File: config.mk
export PLATFORM = sky130hd
export DESIGN_NAME = mem_arbiter_flat
export DESIGN_NICKNAME = d
export VERILOG_FILES = /design/src/rtl/mem_arbiter_pkg.sv /design/src/rtl/mem_arbiter_if.sv /design/src/rtl/mem_arbiter_rr.sv /design/src/rtl/mem_arbiter.sv /design/src/flat_wrapper.sv
export SDC_FILE = /design/constraint.sdc
export NUM_CORES = 1
export LEC_CHECK = 0
export CAP_MARGIN = 15
export CELL_PAD_IN_SITES_DETAIL_PLACEMENT = 1
export CELL_PAD_IN_SITES_GLOBAL_PLACEMENT = 2
export CORE_ASPECT_RATIO = 1.4
export CORE_MARGIN = 2
export CORE_UTILIZATION = 22
export DETAILED_ROUTE_END_ITERATION = 16
export PLACE_DENSITY_LB_ADDON = 0.1
export SLEW_MARGIN = 5
export SYNTH_ARGS = -nofsm -noshare
export SYNTH_HDL_FRONTEND = slang
export SYNTH_SLANG_ARGS = --single-unit
File: constraint.sdc
create_clock -name clk -period 4.3 [get_ports clk]
set_clock_uncertainty 0.2 [all_clocks]
set_input_delay 0.645 -clock clk [delete_from_list [all_inputs] [get_ports clk]]
set_output_delay 0.645 -clock clk [all_outputs]
set_load 0.03 [all_outputs]
File: src/rtl/mem_arbiter_pkg.sv
// -----------------------------------------------------------------------------
// mem_arbiter_pkg
// Shared definitions for the memory-port arbiter:
//   state_e      - arbiter FSM states (IDLE/READ/WRITE, 2-bit encoding)
//   PORT_IC/DC   - requester indices into the 2-bit request/grant vectors
//   WORD_STRIDE  - byte distance between consecutive burst words
// -----------------------------------------------------------------------------
package mem_arbiter_pkg;

  typedef enum logic [1:0] {
    ST_IDLE  = 2'd0,
    ST_READ  = 2'd1,
    ST_WRITE = 2'd2
  } state_e;

  localparam bit PORT_IC = 1'b0;
  localparam bit PORT_DC = 1'b1;

  localparam int unsigned WORD_STRIDE = 4;

endpackage

File: src/rtl/mem_arbiter_if.sv
// -----------------------------------------------------------------------------
// mem_arbiter_if
// Bundles the icache, dcache and external memory signals around the arbiter.
//   slave  : arbiter view (cache requests and memory read data in; grants,
//            cache read data and memory commands out)
//   master : environment view (caches + memory controller), the reverse
// Parameters: DATABITS (data word), ADDRBITS (byte address), BURSTBITS (burst
// length fields).
// -----------------------------------------------------------------------------
interface mem_arbiter_if #(
  parameter int DATABITS  = 32,
  parameter int ADDRBITS  = 32,
  parameter int BURSTBITS = 16
);

  // icache (read-only)
  logic [ADDRBITS-1:0]  ic_addr;
  logic                 ic_rdreq;
  logic [BURSTBITS-1:0] ic_burstlen;
  logic                 ic_gnt;
  logic [DATABITS-1:0]  ic_out;
  logic                 ic_out_valid;

  // dcache (read/write)
  logic [ADDRBITS-1:0]  dc_addr;
  logic [DATABITS-1:0]  dc_in;
  logic                 dc_rdreq;
  logic                 dc_wrreq;
  logic [BURSTBITS-1:0] dc_burstlen;
  logic                 dc_gnt;
  logic [DATABITS-1:0]  dc_out;
  logic                 dc_out_valid;

  // external memory port
  logic [ADDRBITS-1:0]  mem_addr;
  logic [DATABITS-1:0]  mem_in;
  logic [DATABITS-1:0]  mem_out;
  logic                 mem_out_valid;
  logic                 mem_rdreq;
  logic                 mem_wrreq;
  logic [BURSTBITS-1:0] mem_burstlen;

  modport slave (
    input  ic_addr, ic_rdreq, ic_burstlen,
    output ic_gnt, ic_out, ic_out_valid,
    input  dc_addr, dc_in, dc_rdreq, dc_wrreq, dc_burstlen,
    output dc_gnt, dc_out, dc_out_valid,
    output mem_addr, mem_in, mem_rdreq, mem_wrreq, mem_burstlen,
    input  mem_out, mem_out_valid
  );

  modport master (
    output ic_addr, ic_rdreq, ic_burstlen,
    input  ic_gnt, ic_out, ic_out_valid,
    output dc_addr, dc_in, dc_rdreq, dc_wrreq, dc_burstlen,
    input  dc_gnt, dc_out, dc_out_valid,
    input  mem_addr, mem_in, mem_rdreq, mem_wrreq, mem_burstlen,
    output mem_out, mem_out_valid
  );

endinterface

File: src/rtl/mem_arbiter_rr.sv
// -----------------------------------------------------------------------------
// mem_arbiter_rr
// Two-input picker for the memory arbiter.
//   clk, reset_n : clock, asynchronous active-low reset
//   req[1:0]     : pending requests (index PORT_IC / PORT_DC)
//   advance      : a grant was taken this cycle, move the pointer
//   gnt[1:0]     : one-hot winner (combinational)
// Default build: round-robin, pointer favours dcache after reset and then the
// port that did not win last. With MEM_ARBITER_DCACHE_PRIO_EN defined the
// pointer is removed and dcache always wins.
// -----------------------------------------------------------------------------
module mem_arbiter_rr
  import mem_arbiter_pkg::*;
(
  input  logic       clk,
  input  logic       reset_n,
  input  logic [1:0] req,
  input  logic       advance,
  output logic [1:0] gnt
);

`ifdef MEM_ARBITER_DCACHE_PRIO_EN

  // NOTE: every always_comb output gets a default first so no path leaves it
  // unassigned, which would otherwise infer a latch.
  always_comb begin
    gnt = 2'b00;
    if (req[PORT_DC]) begin
      gnt[PORT_DC] = 1'b1;
    end else if (req[PORT_IC]) begin
      gnt[PORT_IC] = 1'b1;
    end
  end

  // Fixed priority needs no state; these inputs are intentionally unused.
  logic unused_ok;
  assign unused_ok = &{1'b0, clk, reset_n, advance};

`else

  logic prio_dc_q, prio_dc_d;

  always_comb begin
    gnt = 2'b00;
    if (req[PORT_DC] && (prio_dc_q || !req[PORT_IC])) begin
      gnt[PORT_DC] = 1'b1;
    end else if (req[PORT_IC]) begin
      gnt[PORT_IC] = 1'b1;
    end
  end

  // After a grant, favour whichever port did not win.
  always_comb begin
    prio_dc_d = prio_dc_q;
    if (advance) begin
      prio_dc_d = gnt[PORT_IC];
    end
  end

  // NOTE: sequential state uses non-blocking assignments so every flop samples
  // pre-edge values regardless of block ordering.
  always_ff @(posedge clk or negedge reset_n) begin
    if (!reset_n) begin
      prio_dc_q <= 1'b1;
    end else begin
      prio_dc_q <= prio_dc_d;
    end
  end

`endif

endmodule

File: src/rtl/mem_arbiter.sv
// -----------------------------------------------------------------------------
// mem_arbiter
// Shares one external memory port between icache (read-only, port 0) and
// dcache (read/write, port 1). Whole bursts are arbitrated: in IDLE the winner
// is granted and its command forwarded in the same cycle; READ routes memory
// beats to the owner with zero latency; WRITE sequences dcache beats at
// base + 4*beat, stalling while dc_wrreq is low.
// Ports:
//   clk, reset_n : clock, asynchronous active-low reset
//   bus          : mem_arbiter_if.slave (icache, dcache and memory signals)
// Configuration macro: MEM_ARBITER_DCACHE_PRIO_EN selects fixed dcache
// priority instead of round-robin.
// -----------------------------------------------------------------------------
module mem_arbiter
  import mem_arbiter_pkg::*;
#(
  parameter int DATABITS  = 32,
  parameter int ADDRBITS  = 32,
  parameter int BURSTBITS = 16
) (
  input  logic           clk,
  input  logic           reset_n,
  mem_arbiter_if.slave   bus
);

  state_e               state_q, state_d;
  logic [BURSTBITS-1:0] beat_q, beat_d;
  logic [BURSTBITS-1:0] burstlen_q, burstlen_d;
  logic [ADDRBITS-1:0]  base_q, base_d;
  logic                 owner_q, owner_d;

  logic [1:0]           req, gnt;
  logic                 advance;
  logic [BURSTBITS-1:0] beat_inc;
  logic [BURSTBITS-1:0] ic_len_eff, dc_len_eff;
  logic [ADDRBITS-1:0]  wr_addr;

  logic                 ic_gnt_c, dc_gnt_c, ic_valid_c, dc_valid_c;
  logic                 mem_rdreq_c, mem_wrreq_c;
  logic [ADDRBITS-1:0]  mem_addr_c;
  logic [DATABITS-1:0]  mem_in_c;
  logic [BURSTBITS-1:0] mem_burstlen_c;

  assign req        = {bus.dc_wrreq | bus.dc_rdreq, bus.ic_rdreq};
  assign beat_inc   = beat_q + BURSTBITS'(1);
  assign ic_len_eff = (bus.ic_burstlen == '0) ? BURSTBITS'(1) : bus.ic_burstlen;
  assign dc_len_eff = (bus.dc_burstlen == '0) ? BURSTBITS'(1) : bus.dc_burstlen;
  assign wr_addr    = base_q + ADDRBITS'(beat_q) * ADDRBITS'(WORD_STRIDE);

  mem_arbiter_rr u_rr (
    .clk     (clk),
    .reset_n (reset_n),
    .req     (req),
    .advance (advance),
    .gnt     (gnt)
  );

  always_comb begin
    state_d        = state_q;
    beat_d         = beat_q;
    burstlen_d     = burstlen_q;
    base_d         = base_q;
    owner_d        = owner_q;
    advance        = 1'b0;
    ic_gnt_c       = 1'b0;
    dc_gnt_c       = 1'b0;
    ic_valid_c     = 1'b0;
    dc_valid_c     = 1'b0;
    mem_rdreq_c    = 1'b0;
    mem_wrreq_c    = 1'b0;
    mem_addr_c     = base_q;
    mem_in_c       = '0;
    mem_burstlen_c = burstlen_q;

    // Outputs are partly combinational from requests; gating them with
    // reset_n keeps every command and grant quiet while reset is asserted.
    if (reset_n) begin
      case (state_q)
        ST_IDLE: begin
          if (gnt[PORT_DC]) begin
            advance        = 1'b1;
            dc_gnt_c       = 1'b1;
            mem_addr_c     = bus.dc_addr;
            mem_burstlen_c = dc_len_eff;
            base_d         = bus.dc_addr;
            burstlen_d     = dc_len_eff;
            owner_d        = PORT_DC;
            beat_d         = '0;
            if (bus.dc_wrreq) begin
              // Write wins over a simultaneous dcache read; this is beat 0.
              mem_wrreq_c = 1'b1;
              mem_in_c    = bus.dc_in;
              if (dc_len_eff > BURSTBITS'(1)) begin
                state_d = ST_WRITE;
                beat_d  = BURSTBITS'(1);
              end
            end else begin
              mem_rdreq_c = 1'b1;
              state_d     = ST_READ;
            end
          end else if (gnt[PORT_IC]) begin
            advance        = 1'b1;
            ic_gnt_c       = 1'b1;
            mem_addr_c     = bus.ic_addr;
            mem_burstlen_c = ic_len_eff;
            base_d         = bus.ic_addr;
            burstlen_d     = ic_len_eff;
            owner_d        = PORT_IC;
            beat_d         = '0;
            mem_rdreq_c    = 1'b1;
            state_d        = ST_READ;
          end
        end

        ST_READ: begin
          if (bus.mem_out_valid) begin
            if (owner_q == PORT_DC) begin
              dc_valid_c = 1'b1;
            end else begin
              ic_valid_c = 1'b1;
            end
            if (beat_inc == burstlen_q) begin
              state_d = ST_IDLE;
              beat_d  = '0;
            end else begin
              beat_d = beat_inc;
            end
          end
        end

        ST_WRITE: begin
          mem_addr_c = wr_addr;
          if (bus.dc_wrreq) begin
            mem_wrreq_c = 1'b1;
            mem_in_c    = bus.dc_in;
            if (beat_inc == burstlen_q) begin
              state_d = ST_IDLE;
              beat_d  = '0;
            end else begin
              beat_d = beat_inc;
            end
          end
        end

        default: begin
          state_d = ST_IDLE;
          beat_d  = '0;
        end
      endcase
    end
  end

  always_ff @(posedge clk or negedge reset_n) begin
    if (!reset_n) begin
      state_q    <= ST_IDLE;
      beat_q     <= '0;
      burstlen_q <= '0;
      base_q     <= '0;
      owner_q    <= PORT_IC;
    end else begin
      state_q    <= state_d;
      beat_q     <= beat_d;
      burstlen_q <= burstlen_d;
      base_q     <= base_d;
      owner_q    <= owner_d;
    end
  end

  assign bus.ic_gnt       = ic_gnt_c;
  assign bus.dc_gnt       = dc_gnt_c;
  assign bus.ic_out       = bus.mem_out;
  assign bus.dc_out       = bus.mem_out;
  assign bus.ic_out_valid = ic_valid_c;
  assign bus.dc_out_valid = dc_valid_c;
  assign bus.mem_addr     = mem_addr_c;
  assign bus.mem_in       = mem_in_c;
  assign bus.mem_rdreq    = mem_rdreq_c;
  assign bus.mem_wrreq    = mem_wrreq_c;
  assign bus.mem_burstlen = mem_burstlen_c;

endmodule

File: src/flat_wrapper.sv
// flat-port wrapper written by rule: the top's interface ports become plain ports
module mem_arbiter_flat import mem_arbiter_pkg::*;
#(
  parameter int DATABITS  = 32,
  parameter int ADDRBITS  = 32,
  parameter int BURSTBITS = 16
)
  (clk, reset_n, bus_ic_addr, bus_ic_rdreq, bus_ic_burstlen, bus_ic_gnt, bus_ic_out, bus_ic_out_valid, bus_dc_addr, bus_dc_in, bus_dc_rdreq, bus_dc_wrreq, bus_dc_burstlen, bus_dc_gnt, bus_dc_out, bus_dc_out_valid, bus_mem_addr, bus_mem_in, bus_mem_rdreq, bus_mem_wrreq, bus_mem_burstlen, bus_mem_out, bus_mem_out_valid);
  mem_arbiter_if #(.DATABITS(DATABITS), .ADDRBITS(ADDRBITS), .BURSTBITS(BURSTBITS)) bus_i ();
  input  logic clk;
  input  logic reset_n;
  input wire logic [$bits(bus_i.ic_addr)-1:0] bus_ic_addr;
  input wire logic [$bits(bus_i.ic_rdreq)-1:0] bus_ic_rdreq;
  input wire logic [$bits(bus_i.ic_burstlen)-1:0] bus_ic_burstlen;
  output wire logic [$bits(bus_i.ic_gnt)-1:0] bus_ic_gnt;
  output wire logic [$bits(bus_i.ic_out)-1:0] bus_ic_out;
  output wire logic [$bits(bus_i.ic_out_valid)-1:0] bus_ic_out_valid;
  input wire logic [$bits(bus_i.dc_addr)-1:0] bus_dc_addr;
  input wire logic [$bits(bus_i.dc_in)-1:0] bus_dc_in;
  input wire logic [$bits(bus_i.dc_rdreq)-1:0] bus_dc_rdreq;
  input wire logic [$bits(bus_i.dc_wrreq)-1:0] bus_dc_wrreq;
  input wire logic [$bits(bus_i.dc_burstlen)-1:0] bus_dc_burstlen;
  output wire logic [$bits(bus_i.dc_gnt)-1:0] bus_dc_gnt;
  output wire logic [$bits(bus_i.dc_out)-1:0] bus_dc_out;
  output wire logic [$bits(bus_i.dc_out_valid)-1:0] bus_dc_out_valid;
  output wire logic [$bits(bus_i.mem_addr)-1:0] bus_mem_addr;
  output wire logic [$bits(bus_i.mem_in)-1:0] bus_mem_in;
  output wire logic [$bits(bus_i.mem_rdreq)-1:0] bus_mem_rdreq;
  output wire logic [$bits(bus_i.mem_wrreq)-1:0] bus_mem_wrreq;
  output wire logic [$bits(bus_i.mem_burstlen)-1:0] bus_mem_burstlen;
  input wire logic [$bits(bus_i.mem_out)-1:0] bus_mem_out;
  input wire logic [$bits(bus_i.mem_out_valid)-1:0] bus_mem_out_valid;
  assign bus_i.ic_addr = bus_ic_addr;
  assign bus_i.ic_rdreq = bus_ic_rdreq;
  assign bus_i.ic_burstlen = bus_ic_burstlen;
  assign bus_ic_gnt = bus_i.ic_gnt;
  assign bus_ic_out = bus_i.ic_out;
  assign bus_ic_out_valid = bus_i.ic_out_valid;
  assign bus_i.dc_addr = bus_dc_addr;
  assign bus_i.dc_in = bus_dc_in;
  assign bus_i.dc_rdreq = bus_dc_rdreq;
  assign bus_i.dc_wrreq = bus_dc_wrreq;
  assign bus_i.dc_burstlen = bus_dc_burstlen;
  assign bus_dc_gnt = bus_i.dc_gnt;
  assign bus_dc_out = bus_i.dc_out;
  assign bus_dc_out_valid = bus_i.dc_out_valid;
  assign bus_mem_addr = bus_i.mem_addr;
  assign bus_mem_in = bus_i.mem_in;
  assign bus_mem_rdreq = bus_i.mem_rdreq;
  assign bus_mem_wrreq = bus_i.mem_wrreq;
  assign bus_mem_burstlen = bus_i.mem_burstlen;
  assign bus_i.mem_out = bus_mem_out;
  assign bus_i.mem_out_valid = bus_mem_out_valid;
  mem_arbiter #(.DATABITS(DATABITS), .ADDRBITS(ADDRBITS), .BURSTBITS(BURSTBITS)) u_core (.clk(clk), .reset_n(reset_n), .bus(bus_i));
endmodule
# == Word-level counts from Yosys, hierarchy flattened ==
# Index checks and enable logic that the tools add are counted.
# totals
reg_bits,68
out_inout_bits,150
inputBits,166
word_cells,89
# op_classes
mux,61
n_eq_ne,7
bitwise_logic,1
n_reduce_logical,11
add_sub_neg,2
order_cmp,1
# op_table
cell,n
16-bit two-way mux,12
32-bit two-way mux,6
32-bit one-hot mux with 2 select lines,2
16-bit one-hot mux with 3 select lines,1
32-bit by 18-bit adder with 32-bit output,1
16-bit logical NOT,2
1-bit two-way mux,31
"16-bit by 1-bit adder with 16-bit output, second input constant",1
16-bit == test,1
"16-bit by 1-bit > comparator with 1-bit output, second input constant",1
2-bit two-way mux,7
2-bit one-hot mux with 3 select lines,1
5-bit AND reduction,1
"2-bit inequality test, second input constant",2
"4-bit inequality test, second input constant",1
4-bit AND reduction,1
"3-bit by 1-bit inequality test with 1-bit output, second input constant",1
3-bit AND reduction,1
"2-bit by 1-bit == test with 1-bit output, second input constant",1
"2-bit == test, second input constant",1
2-bit logical NOT,1
1-bit one-hot mux with 2 select lines,1
2-bit AND reduction,1
2-bit nonzero test,1
other kinds (4),4

# == Logic depth before layout (Yosys ltp) ==
# depth
word_depth,8
depth_mapped,12
mapped_depth_nobuf,11

# == Cells and area by module ==
# Synthesis repeated with hierarchy kept, for this count alone.
# unflattened
hier_cells,853
area_unflattened_um2,6585.1
# modules_own_cells
module,n_inst,seq_area_each_um2,cells_per_inst,area_each_um2
mem_arbiter,1,1676.6,848,6521.3
mem_arbiter_rr,1,26.3,5,63.8

# == Worst setup path before layout ==
# Ideal clock, no wire load.
# synth_timing
kind,flip-flop to output port
from,reg u_core.beat_q[1]
to,out bus_mem_addr[23]
path_buffers,0
required_ns,3.455
path_slack_ns,0.419
path_stages_with_launch,9
t_arrival_ns,3.036
path_cell_list,dfrtp_1 -> ha_1 -> a21o_1 -> a21oi_1 -> o21ai_0 -> a41oi_1 -> o211ai_1 -> nand3_1 -> o311ai_0
# synth_via
elab_chain_cells,3
# synth_lines
element,line_no,text
start: declaration,mem_arbiter.sv:27,"logic [BURSTBITS-1:0] beat_q, beat_d;"
start signal: assignment,mem_arbiter.sv:162,beat_q <= beat_d;
32-bit by 18-bit adder with 32-bit output,mem_arbiter.sv:48,assign wr_addr = base_q + ADDRBITS'(beat_q) * ADDRBITS'(WORD_STRIDE);
32-bit one-hot mux with 2 select lines,mem_arbiter.sv:78,case (state_q)
32-bit two-way mux,mem_arbiter.sv:77,if (reset_n) begin
end: declaration,flat_wrapper.sv:26,output wire logic [$bits(bus_i.mem_addr)-1:0] bus_mem_addr;
# No other way between the ends.

# == Worst setup path in the final report ==
# layout_timing
from,reg u_core.base_q[2]
to,out bus_mem_addr[30]
# layout_via
elab_chain_cells,3
# layout_lines
element,line_no,text
start: declaration,mem_arbiter.sv:29,"logic [ADDRBITS-1:0] base_q, base_d;"
start signal: assignment,mem_arbiter.sv:164,base_q <= base_d;
32-bit by 18-bit adder with 32-bit output,mem_arbiter.sv:48,
32-bit one-hot mux with 2 select lines,mem_arbiter.sv:78,
32-bit two-way mux,mem_arbiter.sv:77,
# No other way between the ends.

==> results.sh <==
export IMPL_run_status="finished clean"
export IMPL_min_period_over_period_pct=95.6
export IMPL_whs_path_depth=2
export IMPL_vias_per_cell=5.03
export IMPL_avgSynthCellArea_um2=8.03
export IMPL_fin_tns_setup_ns=0
export IMPL_path_cells="ha_1 > inv_1 > fa_1 > nor2b_2 > o31a_1 > o21ai_0 > a21bo_2 > a211oi_2 > buf_4 > o21ai_0 > a21o_1 > a211o_1 > buf_4"
export IMPL_ys_warn_count=0
export IMPL_clock_power_share_pct=15.2
export IMPL_syn_inst=763
export IMPL_r2r_cells=10
export IMPL_slew_headroom_pct=45.8
export IMPL_combPwrFrac_pct=64.0
export IMPL_routed_wl_um=27300
export IMPL_internal_power_w=0.00289
export IMPL_synth_fp_nets=951
export IMPL_p_leak_nw=3.97
export IMPL_core_area_um2=27600
export IMPL_antenna_found_initial=0
export IMPL_dp_cells=1272
export IMPL_period_needed_ns=4.11
export IMPL_ios=316
export IMPL_port_buffers=219
export IMPL_r2r_slack_ns=0.50
export IMPL_tritoncts="built"
export IMPL_final_cell_count_no_fill=1294
export IMPL_gr_usage_all_layers_pct=18.5
export IMPL_cts_max_level=3
export IMPL_worstSkewPairLatency_ns=0.35
export IMPL_vias=6506
export IMPL_hpwlAfterDp_um=21600
export IMPL_area_growth_pct=43.9
export IMPL_place_congestion=0.862
export IMPL_r2r_start="u_core.beat_q[0]"
export IMPL_seq_power_share_pct=20.8
export IMPL_maxCapViolations=0
export IMPL_initial_core_util_pct=22.2
export IMPL_r2r_end="u_core.state_q[0]"
export IMPL_core_rowCount=72
export IMPL_ys_seq_elements=68
export IMPL_cp_max_fo=3
export IMPL_ir_drop_mv=0.254
export IMPL_syn_area_um2=6130
export IMPL_cp_required_ns=3.45
export IMPL_grt_max_degree=55
export IMPL_worstSetupPathType="reg2out"
export IMPL_finalMaxSlewViolations=0
export IMPL_synthArstFlopShare_pct=100
export IMPL_grt_pass1_wl_um=42500
export IMPL_end_kind="output pin"
export IMPL_clock_sinks=68
export IMPL_synth_cell_types=68
export IMPL_dieArea_um2=29200
export IMPL_rsz0062_at_grt="false"
export IMPL_powerDensity_nw_per_um2=622
export IMPL_final_nets=1107
export IMPL_critical_path_max_stage_delay_ns=0.41
export IMPL_swShare_pct=47.3
export IMPL_min_from="u_core.base_q[0]"
export IMPL_die_y_um=202
export IMPL_hold_viol_final=0
export IMPL_die_w_um=145
export IMPL_clockRootBuffer="clkbuf_16"
export IMPL_drc=0
export IMPL_crit_path_start_kind="flip-flop"
export IMPL_max_freq_mhz=243
export IMPL_drive_above_1_share_pct=16.3
export IMPL_utilization_pct=32.0
export IMPL_antenna_cells=0
export IMPL_arrival_ns=3.26
export IMPL_hold_class="reg2reg"
export IMPL_synth_edf_count=0
export IMPL_worst_pin_slew_ns=0.806
export IMPL_yosysSeqAreaShare_pct=27.8
export IMPL_power_w=0.00549
export IMPL_clockBufferDepth=2
export IMPL_overflow=0
export IMPL_clkTransAtPathRegs_ns=0.07
export IMPL_grt_pass1_vias=7162
export IMPL_fillers=3249
export IMPL_hold_ws_ns=0.291
export IMPL_synthFlopType="dfrtp_1"
export IMPL_cts_buffers=9
export IMPL_p_sw_w=0.00260
export IMPL_setup_viol=0
export IMPL_drtPass1Iterations=5
export IMPL_crit_slowest_cell="fa_1"
export IMPL_hold_path_end="u_core.base_q[0]"
export IMPL_wire_per_inst_um=21.1
export IMPL_drt_initial_drc_count=361
export IMPL_antenna_left=0
## placed cells by master, fill, tap and decap left out, drive strengths merged, types with 18 or more instances in the layout
cell type,Yosys,routed
a21o,24,24
a21oi,19,19
a222oi,22,22
a22oi,27,27
and2,37,37
buf,76,116
clkdlybuf4s50,0,137
dfrtp,67,67
ha,21,21
inv,44,45
nand2,95,95
nand4,18,18
nor2,28,28
o21ai,33,33
## cell type report
type	count	area, um^2	area share [%]
Clock buffer	11	233	2.64
Clock inverter	5	85.1	0.964
Inverter	44	165	1.87
Multi-Input combinational cell	541	3640	41.2
Sequential cell	68	1700	19.3
Tap cell	370	463	5.25
Timing Repair Buffer	255	2540	28.7
## critical path: cells and delay by family, from the launching register on
family | cells | cell delay (ns)
AO/OA/AOI/OAI | 7 | 1.40
adder cells (fa/ha/maj) | 2 | 0.59
buffers and inverters | 3 | 0.39
flip-flops | 1 | 0.37
AND/OR/NAND/NOR | 1 | 0.17
## what timing repair did
action	in CTS	in global routing
setup endpoints to repair	3	10
endpoints found under the hold margin	1	0
buffers inserted	1	4
cloned	0	0
pin swaps	1	1
hold buffers	1	0
resized for setup	1	7
## per-stage QoR
stage / cell area, um^2 / worst slack, ns
2_1_floorplan: 6130 / 0.419
3_3_place_gp: 8440 / 0.268
3_5_place_dp: 8440 / 0.227
4_1_cts: 8770 / 0.0551
5_1_grt: 8820 / 0.0237
6_report: 8820 / 0.190
## layer usage
metal / up-vias / global-route usage [%] / wire length (um)
li1: 3062 / - / -
met3: 44 / 2.95 / 936
met1: 3233 / 19.9 / 10500
met5: - / 0 / 0
met2: 167 / 36.2 / 15100
met4: 0 / 6.48 / 742
## worst max path at each step
stage / slack [ns] / depth (start not counted) / to / start
3_5_place_dp: 0.23 / 10 / bus_mem_addr[27] / u_core.beat_q[1]
6_report: 0.19 / 13 / bus_mem_addr[30] / u_core.base_q[2]
3_3_place_gp: 0.27 / 10 / bus_mem_addr[27] / u_core.beat_q[1]
4_1_cts: 0.06 / 12 / bus_mem_addr[30] / u_core.beat_q[1]
2_1_floorplan: 0.42 / 8 / bus_mem_addr[23] / u_core.beat_q[1]
5_1_grt: 0.02 / 12 / bus_mem_addr[22] / u_core.base_q[2]
## Yosys cell counts, types with 9 or more instances
cell	count	area, um^2
nor4_1	14	87.6
ha_1	21	263
nor2_1	28	105
and3_1	9	56.3
inv_1	44	165
o21ai_0	33	165
a21o_1	24	180
buf_4	64	480
a21oi_1	19	95.1
xor2_1	17	149
a222oi_1	22	220
o221ai_1	11	96.3
and2_1	37	231
xnor2_1	17	149
nand4_1	17	106
nand3_1	16	80.1
o211ai_1	17	128
clkbuf_1	34	128
nor3_1	14	70.1
a22oi_1	27	203
nand2_1	95	357
dfrtp_1	67	1680
## power by group through the flow
| stage | sequential [W] | combinational (W) | clock, W |
|---|---|---|---|
| 3_3_place_gp | 0.00115 | 0.00351 | 0 |
| 2_1_floorplan | 0.00103 | 0.00211 | 0 |
| 4_1_cts | 0.00114 | 0.00356 | 0.000863 |
| 6_report | 0.00114 | 0.00351 | 0.000836 |
| 3_5_place_dp | 0.00115 | 0.00355 | 0 |
| 5_1_grt | 0.00118 | 0.00379 | 0.000889 |
## registers in the layout, indices dropped and copies added, names as in the netlist
signal / count
u_core.owner_q: 1
u_core.beat_q: 16
u_core.state_q: 2
u_core.base_q: 32
u_core.burstlen_q: 16
u_core.u_rr.prio_dc_q: 1
## logic make-up after synthesis
| group | count (synthesis) | share of synthesized area, % |
|---|---|---|
| buffers and inverters | 154 | 13.6 |
| adder cells (fa/ha/maj) | 22 | 4.61 |
| AND/OR/NAND/NOR | 271 | 23.2 |
| XOR/XNOR | 34 | 4.86 |
| AO/OA/AOI/OAI | 214 | 25.9 |
| flip-flops | 68 | 27.8 |
(Power assumes the default switching activity.)
